===== src/rtl/mem_access_unit.sv =====
// Memory access stage: accepts one EX instruction at a time, issues aligned load/store
// requests, waits for mem_ack with a bounded timeout, and produces a registered writeback pulse.
//
//   state | meaning
//   IDLE  | ready for an instruction; ALU ops and alignment faults complete from here
//   WAIT  | memory request outstanding; ends on mem_ack or wait-count expiry
module mem_access_unit #(
   parameter int ADDR_W  = 32,
   parameter int REG_AW  = 5,
   parameter int TIMEOUT = 16
) (
   input  logic              clk,
   input  logic              rst,
   input  logic              in_valid,
   output logic              in_ready,
   input  logic              regwe_i,
   input  logic              cregwa_i,
   input  logic              cregwd_i,
   input  logic              memre_i,
   input  logic              memwe_i,
   input  logic [1:0]        memlen_i,
   input  logic              memsext_i,
   input  logic [31:0]       aluout_i,
   input  logic [31:0]       rd2_i,
   input  logic [REG_AW-1:0] rt_i,
   input  logic [REG_AW-1:0] rd_i,
   output logic              mem_req,
   output logic              mem_we,
   output logic [ADDR_W-1:0] mem_addr,
   output logic [3:0]        mem_be,
   output logic [31:0]       mem_wdata,
   input  logic              mem_ack,
   input  logic [31:0]       mem_rdata,
   output logic              out_valid,
   output logic              we_o,
   output logic [REG_AW-1:0] wa_o,
   output logic [31:0]       wd_o,
   output logic              exc_align,
   output logic              exc_timeout,
   output logic              stall_o
);

   typedef enum logic {IDLE = 1'b0, WAIT = 1'b1} state_t;

   localparam logic [7:0] CNT_LAST = 8'(TIMEOUT - 1);

   state_t            state_q, state_d;
   logic [7:0]        cnt_q, cnt_d;

   logic [REG_AW-1:0] lat_wa_q;
   logic              lat_regwe_q, lat_load_q, lat_cregwd_q, lat_sext_q;
   logic [1:0]        lat_len_q, lat_off_q;
   logic [31:0]       lat_alu_q;

   logic              accept, is_mem, misalign;
   logic [REG_AW-1:0] wa_sel;
   logic [3:0]        be_nx;
   logic [31:0]       wdata_nx, ld_shift, ld_data;

   logic              out_valid_d, we_d, exc_align_d, exc_timeout_d;
   logic              mem_req_d, mem_we_d;
   logic [REG_AW-1:0] wa_d;
   logic [31:0]       wd_d, mem_wdata_d;
   logic [ADDR_W-1:0] mem_addr_d;
   logic [3:0]        mem_be_d;

   assign in_ready = (state_q == IDLE);
   assign stall_o  = ~in_ready;
   assign accept   = in_valid & in_ready;
   assign is_mem   = memre_i | memwe_i;
   assign wa_sel   = cregwa_i ? rd_i : rt_i;

   always_comb begin
      misalign = 1'b0;
      be_nx    = 4'b1111;
      wdata_nx = rd2_i;
      case (memlen_i)
         2'b00: begin
            be_nx    = 4'b0001 << aluout_i[1:0];
            wdata_nx = {4{rd2_i[7:0]}};
         end
         2'b01: begin
            misalign = aluout_i[0];
            be_nx    = 4'b0011 << aluout_i[1:0];
            wdata_nx = {2{rd2_i[15:0]}};
         end
         default: misalign = |aluout_i[1:0];
      endcase
   end

   // Move the addressed lane down to bit 0, then trim and extend to the access size.
   assign ld_shift = mem_rdata >> {lat_off_q, 3'b000};

   always_comb begin
      case (lat_len_q)
         2'b00:   ld_data = {{24{lat_sext_q & ld_shift[7]}}, ld_shift[7:0]};
         2'b01:   ld_data = {{16{lat_sext_q & ld_shift[15]}}, ld_shift[15:0]};
         default: ld_data = ld_shift;
      endcase
   end

   always_ff @(posedge clk or negedge rst) begin
      if (!rst) begin
         state_q <= IDLE;
         cnt_q   <= '0;
      end else begin
         state_q <= state_d;
         cnt_q   <= cnt_d;
      end
   end

   always_comb begin
      state_d = state_q;
      cnt_d   = cnt_q;
      if (state_q == IDLE) begin
         if (accept && is_mem && !misalign) begin
            state_d = WAIT;
            cnt_d   = '0;
         end
      end else if (mem_ack || (cnt_q == CNT_LAST)) begin
         state_d = IDLE;
         cnt_d   = '0;
      end else begin
         cnt_d = cnt_q + 8'd1;
      end
   end

   always_comb begin
      out_valid_d   = 1'b0;
      exc_align_d   = 1'b0;
      exc_timeout_d = 1'b0;
      we_d          = we_o;
      wa_d          = wa_o;
      wd_d          = wd_o;
      mem_req_d     = mem_req;
      mem_we_d      = mem_we;
      mem_addr_d    = mem_addr;
      mem_be_d      = mem_be;
      mem_wdata_d   = mem_wdata;
      if (state_q == IDLE) begin
         if (accept) begin
            if (!is_mem) begin
               out_valid_d = 1'b1;
               we_d        = regwe_i;
               wa_d        = wa_sel;
               wd_d        = aluout_i;
            end else if (misalign) begin
               out_valid_d = 1'b1;
               exc_align_d = 1'b1;
               we_d        = 1'b0;
            end else begin
               mem_req_d   = 1'b1;
               mem_we_d    = memwe_i;
               mem_addr_d  = ADDR_W'({aluout_i[31:2], 2'b00});
               mem_be_d    = be_nx;
               mem_wdata_d = wdata_nx;
            end
         end
      end else if (mem_ack) begin
         mem_req_d   = 1'b0;
         out_valid_d = 1'b1;
         we_d        = lat_regwe_q & lat_load_q;
         wa_d        = lat_wa_q;
         wd_d        = (lat_load_q & lat_cregwd_q) ? ld_data : lat_alu_q;
      end else if (cnt_q == CNT_LAST) begin
         mem_req_d     = 1'b0;
         out_valid_d   = 1'b1;
         exc_timeout_d = 1'b1;
         we_d          = 1'b0;
      end
   end

   always_ff @(posedge clk or negedge rst) begin
      if (!rst) begin
         out_valid   <= 1'b0;
         we_o        <= 1'b0;
         wa_o        <= '0;
         wd_o        <= '0;
         exc_align   <= 1'b0;
         exc_timeout <= 1'b0;
         mem_req     <= 1'b0;
         mem_we      <= 1'b0;
         mem_addr    <= '0;
         mem_be      <= '0;
         mem_wdata   <= '0;
      end else begin
         out_valid   <= out_valid_d;
         we_o        <= we_d;
         wa_o        <= wa_d;
         wd_o        <= wd_d;
         exc_align   <= exc_align_d;
         exc_timeout <= exc_timeout_d;
         mem_req     <= mem_req_d;
         mem_we      <= mem_we_d;
         mem_addr    <= mem_addr_d;
         mem_be      <= mem_be_d;
         mem_wdata   <= mem_wdata_d;
      end
   end

   always_ff @(posedge clk or negedge rst) begin
      if (!rst) begin
         lat_wa_q     <= '0;
         lat_regwe_q  <= 1'b0;
         lat_load_q   <= 1'b0;
         lat_cregwd_q <= 1'b0;
         lat_sext_q   <= 1'b0;
         lat_len_q    <= '0;
         lat_off_q    <= '0;
         lat_alu_q    <= '0;
      end else if (accept) begin
         lat_wa_q     <= wa_sel;
         lat_regwe_q  <= regwe_i;
         lat_load_q   <= memre_i;
         lat_cregwd_q <= cregwd_i;
         lat_sext_q   <= memsext_i;
         lat_len_q    <= memlen_i;
         lat_off_q    <= aluout_i[1:0];
         lat_alu_q    <= aluout_i;
      end
   end

endmodule


===== config.mk =====
export PLATFORM = sky130hd
export DESIGN_NAME = mem_access_unit
export DESIGN_NICKNAME = d
export VERILOG_FILES = /design/src/rtl/mem_access_unit.sv
export SDC_FILE = /design/constraint.sdc
export NUM_CORES = 1
export LEC_CHECK = 0
export CORE_MARGIN = 1
export CORE_UTILIZATION = 49
export CTS_BUF_LIST = sky130_fd_sc_hd__clkbuf_4
export CTS_CLUSTER_DIAMETER = 40
export DETAILED_ROUTE_END_ITERATION = 16
export GPL_TIMING_DRIVEN = 1
export MAX_ROUTING_LAYER = met4
export PLACE_DENSITY = 0.8
export RECOVER_POWER = 100
export SYNTH_ARGS = -nofsm -noshare
export SYNTH_HDL_FRONTEND = slang
export SYNTH_SLANG_ARGS = --single-unit

===== constraint.sdc =====
create_clock -name clk -period 2.4 [get_ports clk]
set_clock_uncertainty 0.15 [all_clocks]
set_input_delay 0.36 -clock clk [delete_from_list [all_inputs] [get_ports clk]]
set_output_delay 0.36 -clock clk [all_outputs]
set_load 0.02 [all_outputs]

==> results.sh, run 1 <==
export IMPL_yosysWarningCount=0
export IMPL_drt_pre_antenna_iters=5
export IMPL_timing_critical_path_from="stall_o"
export IMPL_cts_max_path_buffers=2
export IMPL_drt_total_wl_um=22600
export IMPL_gp_routability_congestion=0.904
export IMPL_global_route_usage_total_pct=29.5
export IMPL_postLayoutSetupSlackWorst_ns=0.140
export IMPL_syn_mean_instance_area_um2=9.67
export IMPL_internal_power_w=0.00578
export IMPL_post_drt_via_cell_ratio=5.53
export IMPL_final_core_utilization_pct=69.3
export IMPL_number_of_flops_mapped_to_enable_cells_by_yosys=0
export IMPL_post_synth_xor_area_fraction_pct=0.113
export IMPL_timing_final_crit_share_pct=94.1
export IMPL_path_buf_inv=3
export IMPL_timing_hold_worst_start="cregwd_i"
export IMPL_cellLeakagePower_nw=4.77
export IMPL_chipHeight_um=128
export IMPL_slew_headroom_pct=5.95
export IMPL_synth_area_um2=7780
export IMPL_run_status="finished, final reports clean"
export IMPL_vias_in_the_first_global_route=6717
export IMPL_die_x_um=128
export IMPL_post_route_cells_drive_above_1_share_pct=9.42
export IMPL_power_switching_w=0.00322
export IMPL_commonest_cells_in_the_netlist="sky130_fd_sc_hd__nand2_1 (191), sky130_fd_sc_hd__dfrtp_1 (161), sky130_fd_sc_hd__nor2_1 (58)"
export IMPL_critPathMaxFanout=45
export IMPL_power_per_cell_area_nw_per_um2=844
export IMPL_finalPower_w=0.00899
export IMPL_design_portCount=231
export IMPL_final_antenna_net_count=0
export IMPL_worst_slew_pin_transition_ns=1.41
export IMPL_setup_viol_count_final=0
export IMPL_synthSimpleGateAreaFrac_pct=15.4
export IMPL_cts_reportedPaths_clkPinSlew_ns=0.13
export IMPL_cts_made_buffers=17
export IMPL_timing_rr_start="stall_o"
export IMPL_grt_overflow=0
export IMPL_std_cell_rows=45
export IMPL_path_cells="inv_1 -> clkbuf_1 -> o22ai_4 -> buf_6 -> a221oi_1"
export IMPL_cpPeakStageDelay_ns=0.59
export IMPL_layout_min_cycle_time_ns=2.26
export IMPL_die_area_um2=16400
export IMPL_cts_tree="yes"
export IMPL_num_vias=6925
export IMPL_clk_insertion_delay_late_ns=0.55
export IMPL_critPathLaunchType="flop"
export IMPL_critPathSlowestCell="sky130_fd_sc_hd__clkbuf_1"
export IMPL_synth_async_reset_ratio_pct=100
export IMPL_drt_wirelength_per_cell_um=18.0
export IMPL_synth_yosys_seq_area_share_pct=51.8
export IMPL_finalHoldViolations=0
export IMPL_layout_net_count=1146
export IMPL_muxShareOfSynthArea_pct=12.1
export IMPL_min_delay_path_class="in -> reg"
export IMPL_initial_antenna_violation_count=1
export IMPL_required_ns=2.71
export IMPL_worstSetupEndpointType="flop"
export IMPL_synth_adder_area_share_pct=0.161
export IMPL_top_delay_family_on_crit_path="buffers and inverters"
export IMPL_post_dp_hpwl_um=16300
export IMPL_grt_start_max_net_pins=64
export IMPL_placement_setup_worst_slack_ns=-0.0557
export IMPL_worstPathArrival_ns=2.57
export IMPL_drtIter0Drc=469
export IMPL_combPwrFrac_pct=37.1
export IMPL_library_cell_with_the_largest_summed_area_after_synthesis="sky130_fd_sc_hd__dfrtp_1"
export IMPL_netlist_cell_type_count=54
export IMPL_cts_root_buf="sky130_fd_sc_hd__clkbuf_4"
export IMPL_clock_sinks=161
export IMPL_synth_most_common_cell="sky130_fd_sc_hd__nand2_1"
export IMPL_synth_compound_area_share_pct=16.5
export IMPL_main_combinational_cell_family_by_area_after_synthesis="compound AO/OA/AOI/OAI gates"
export IMPL_max_freq_ghz=0.443
export IMPL_drc=0
export IMPL_postCtsSetupBuffers=0
export IMPL_initial_core_utilization_pct=50.6
export IMPL_timing_worst_setup_path_type="reg -> reg"
export IMPL_drv_cap=0
export IMPL_synth_largest_type_area_fraction_pct=51.8
export IMPL_wire_length_of_the_first_global_routing_pass_um=36000
export IMPL_p_clk_share_pct=21.5
export IMPL_synthToLayoutAreaGrowth_pct=37.0
export IMPL_htreeDepth=4
export IMPL_synth_main_ff_cell="sky130_fd_sc_hd__dfrtp_1"
export IMPL_netlist_instances=804
export IMPL_ir_worst_vdd_mv=0.676
export IMPL_timing_final_max_slew_violations=0
export IMPL_p_seq_share_pct=41.4
export IMPL_ys_ff_latch=161
export IMPL_synthTopCellsByArea="sky130_fd_sc_hd__dfrtp_1 (52%), sky130_fd_sc_hd__nand2_1 (9.2%), sky130_fd_sc_hd__mux2i_1 (6.2%)"
export IMPL_placeableCoreArea_um2=15400
export IMPL_rsz0062_at_grt="false"
export IMPL_netSwitchingFraction_pct=35.8
export IMPL_io_buffer_count=228
export IMPL_post_route_setup_tns_ns=0
==> placed cells by master, fill, tap and decap left out, drive strengths merged, types with 26 or more instances in the layout <==
cell,synthesis,layout
buf,32,26
o21ai,68,68
nor2,58,58
dfrtp,161,161
nand2,191,191
clkbuf,29,29
clkdlybuf4s50,0,117
mux2,41,41
a21oi,43,43
dlygate4sd3,0,110
mux2i,48,48
==> metrics by stage <==
stage	cell area, um2	hold WS (ns)	instances
floorplan	7780	-0.0856	805
global placement	10400	0.214	1218
detailed placement	10400	0.212	1218
finish	10700	0.187	1252
global route	10700	0.159	1252
CTS	10800	0.136	1251
==> flip-flops by register name, summed over array words and instances, names as in the netlist, 2 cells and up <==
name	count
lat_len_q	2
lat_wa_q	5
lat_alu_q	31
mem_be	4
wd_o	32
mem_addr	30
mem_wdata	32
cnt_q	8
wa_o	5
==> layout make-up <==
cell class / count / area [um2]
Antenna cell: 1 / 2.50
Clock buffer: 19 / 143
Clock inverter: 13 / 209
Fill cell: 1241 / 4720
Inverter: 4 / 15.0
Multi-Input combinational cell: 579 / 3440
Sequential cell: 161 / 4030
Tap cell: 211 / 264
Timing Repair Buffer: 264 / 2540
==> power by group through the flow <==
stage	clock (W)	sequential (W)	combinational, W
CTS	0.00198	0.00375	0.00358
global placement	0	0.00378	0.00351
finish	0.00194	0.00372	0.00334
global route	0.00210	0.00381	0.00358
detailed placement	0	0.00379	0.00357
floorplan	0	0.00438	0.00118
==> worst paths after layout <==
kind | to | slack [ns] | cells past startpoint
min in group asynchronous | mem_addr[20] | 0.49 | 2
max in group asynchronous | stall_o | 0.30 | 3
max | wd_o[13] | 0.14 | 5
min reg2reg | wa_o[2] | 0.32 | 2
min | lat_cregwd_q | 0.19 | 3
max reg2reg | wd_o[13] | 0.14 | 5
==> logic make-up after synthesis <==
kind of cell | count (synthesis)
muxes | 89
xor gates and xnor gates | 1
other | 1
adders and majority gates | 1
DFF | 161
AOI/OAI and AO/OA | 198
and+or+nand+nor | 288
buffers and inverters | 65
==> what timing repair did <==
item	4_1_cts	5_1_grt
gates resized for setup	2	0
endpoints found under the hold margin	93	0
setup endpoints to repair	2	0
hold buffers	1	0
==> worst reg2reg max path, stage by stage, from the launching register on <==
cell and delay [ns]:
sky130_fd_sc_hd__dfrtp_2 0.51, sky130_fd_sc_hd__inv_1 0.19, sky130_fd_sc_hd__clkbuf_1 0.59, sky130_fd_sc_hd__o22ai_4 0.13, sky130_fd_sc_hd__buf_6 0.24, sky130_fd_sc_hd__a221oi_1 0.36
==> layer usage <==
layer  vias to the layer above  GRT usage [%]  wire length [um]
li1                       3256              -                 -
met1                      3342           38.5              9910
met2                       278           45.6             10800
met3                        49           5.09              1140
met4                         0           12.6               702
met5                         -              -                 0
Power figures use the tool's default switching activity.
==> run 2, diff against run 1 <==
==> constraint.sdc (replaced) <==
create_clock -name clk -period 2.4 [get_ports clk]
set_clock_uncertainty 0.15 [all_clocks]
set_input_delay 0.48 -clock clk [delete_from_list [all_inputs] [get_ports clk]]
set_output_delay 0.48 -clock clk [all_outputs]
set_load 0.02 [all_outputs]
==> run 2 against run 1 <==
Worst setup slack lost 0.048 ns. Flip-flop and latch count is the same. Via count shrank 0.14%. Utilization is essentially flat. Fmax shrank 2.1%. Clock power shrank 8%. Critical path depth shrank 4. Power shrank 1.6%. Wire length shrank 0.84%.
==> results.sh, run 2 (synthesis gave the netlist of run 1 again) <==
export IMPL_initial_antenna_violation_count=1
export IMPL_timing_final_max_slew_violations=0
export IMPL_cts_made_buffers=17
export IMPL_global_route_usage_total_pct=29.2
export IMPL_cts_tree="yes"
export IMPL_rsz0062_at_grt="false"
export IMPL_worstPathArrival_ns=1.68
export IMPL_placedInstanceArea_um2=10400
export IMPL_grt_start_max_net_pins=55
export IMPL_critPathSlowestCell="sky130_fd_sc_hd__dlygate4sd3_1"
export IMPL_num_fill_cells=1223
export IMPL_timing_rr_start="stall_o"
export IMPL_post_dp_hpwl_um=16000
export IMPL_post_drt_via_cell_ratio=5.51
export IMPL_final_design_area_no_fill_um2=10600
export IMPL_drt_pre_antenna_iters=7
export IMPL_worst_slew_pin_transition_ns=1.39
export IMPL_die_x_um=128
export IMPL_chipHeight_um=128
export IMPL_drtIter0Drc=452
export IMPL_post_route_setup_tns_ns=0
export IMPL_vias_in_the_first_global_route=6658
export IMPL_num_vias=6915
export IMPL_cpPeakStageDelay_ns=0.71
export IMPL_groute_layer_met1_usage_pct=38.3
export IMPL_wire_length_of_the_first_global_routing_pass_um=35500
export IMPL_cellLeakagePower_nw=4.76
export IMPL_critPathMaxFanout=2
export IMPL_path_cells="dlygate4sd3_1"
export IMPL_cts_reportedPaths_clkPinSlew_ns=0.13
export IMPL_grtUsageMet2_pct=44.6
export IMPL_placement_setup_worst_slack_ns=0.00885
export IMPL_grt_overflow=0
export IMPL_reg_largest_list="mem_wdata: 32 flops, wd_o: 32 flops, lat_alu_q: 31 flops"
export IMPL_min_delay_path_class="in -> reg"
export IMPL_drt_total_wl_um=22400
export IMPL_clk_insertion_delay_late_ns=0.58
export IMPL_cts_max_path_buffers=2
export IMPL_postLayoutSetupSlackWorst_ns=0.0925
export IMPL_final_common_cell="sky130_fd_sc_hd__nand2_1"
export IMPL_design_portCount=231
export IMPL_slew_headroom_pct=7.37
export IMPL_htreeDepth=4
export IMPL_critPathLaunchType="flop"
export IMPL_final_core_utilization_pct=69.3
export IMPL_globalRoute_busiestLayer="met2"
export IMPL_worstSetupEndpointType="output port"
export IMPL_io_buffer_count=228
export IMPL_required_ns=1.77
export IMPL_layout_min_cycle_time_ns=2.31
export IMPL_top_delay_family_on_crit_path="buffers and inverters"
export IMPL_final_antenna_net_count=0
export IMPL_post_route_cells_drive_above_1_share_pct=9.20
export IMPL_layout_net_count=1150
export IMPL_ff_latch_area_um2=4030
export IMPL_drv_cap=0
export IMPL_timing_hold_worst_start="memsext_i"
export IMPL_drc=0
export IMPL_clock_sinks=161
export IMPL_area_of_the_multi_input_gates_um2=3420
export IMPL_initial_core_utilization_pct=50.6
export IMPL_ir_worst_vdd_mv=0.586
export IMPL_setup_viol_count_final=0
export IMPL_std_cell_rows=45
export IMPL_final_cell_mix="sky130_fd_sc_hd__nand2_1 (191), sky130_fd_sc_hd__dfrtp_1 (160), sky130_fd_sc_hd__clkdlybuf4s50_1 (119)"
export IMPL_drt_wirelength_per_cell_um=17.8
export IMPL_gp_routability_congestion=0.913
export IMPL_die_area_um2=16400
export IMPL_timing_final_crit_share_pct=96.1
export IMPL_timing_critical_path_from="wd_o[30]"
export IMPL_met3_usage_pct=5.76
export IMPL_path_buf_inv=1
export IMPL_power_per_cell_area_nw_per_um2=831
export IMPL_cts_root_buf="sky130_fd_sc_hd__clkbuf_4"
export IMPL_timing_worst_setup_path_type="reg -> out"
export IMPL_finalHoldViolations=0
export IMPL_synthToLayoutAreaGrowth_pct=36.9
export IMPL_placeableCoreArea_um2=15400
export IMPL_max_freq_ghz=0.433
export IMPL_run_status="finished, final reports clean"
==> run 2: cell count changes in the layout (fill, tap and decap cells not counted), sizes merged <==
cell / change
clkinv: +2
dlygate4sd3: -2
clkdlybuf4s50: +2
buf: +2
bufinv: -2
inv: +2
==> run 2: power by group <==
group | internal [W] | switching [W] | leakage (nW)
registers | 0.00335 | 0.000353 | 1.94
clock network | 0.000735 | 0.00106 | 0.158
logic | 0.00149 | 0.00186 | 2.66
==> run 2: per-stage QoR <==
stage	hold slack, ns	std cells	power [W]
6_report	0.310	1256	0.00885
5_1_grt	0.303	1256	0.00931
4_1_cts	0.226	1255	0.00917
3_5_place_dp	0.306	1219	0.00736
3_3_place_gp	0.299	1219	0.00729
2_1_floorplan	0.0344	805	0.00556
==> run 2: cell type report <==
type / count / share of cell area [%]
antenna: 1 / 0.0235
clock buffer: 17 / 1.20
clock inverter: 15 / 1.72
inverter: 4 / 0.141
multi-input combinational: 579 / 32.2
sequential: 161 / 37.8
tap: 211 / 2.48
timing repair buffer: 268 / 24.4
==> run 2: path summary, 6_finish.rpt <==
| path | to | slack [ns] | cells after the start |
|---|---|---|---|
| min in group asynchronous | mem_addr[20] | 0.60 | 2 |
| min | lat_sext_q | 0.31 | 3 |
| max in group asynchronous | stall_o | 0.43 | 3 |
| min reg2reg | wa_o[0] | 0.33 | 2 |
| max reg2reg | wd_o[12] | 0.12 | 8 |
| max | wd_o[30] | 0.09 | 1 |
==> run 2: repair_timing <==
action                                  in CTS  in global routing
resized for setup                            2                  0
setup buffers                                3                  0
hold endpoints to repair                    51                  0
endpoints found under the setup margin       2                  0
hold buffers                                 1                  0
==> run 2: per-layer routing <==
layer | wire (um) | share of wire [%]
met2 | 10700 | 48
met4 | 773 | 3.5
met5 | 0 | 0
met3 | 1310 | 5.9
met1 | 9590 | 43
==> run 3, diff against run 2 <==
Settings changed: CORE_MARGIN 1 to unset.
==> results of run 3 <==
The final DEF is identical to that of run 2; final timing and power are the same.
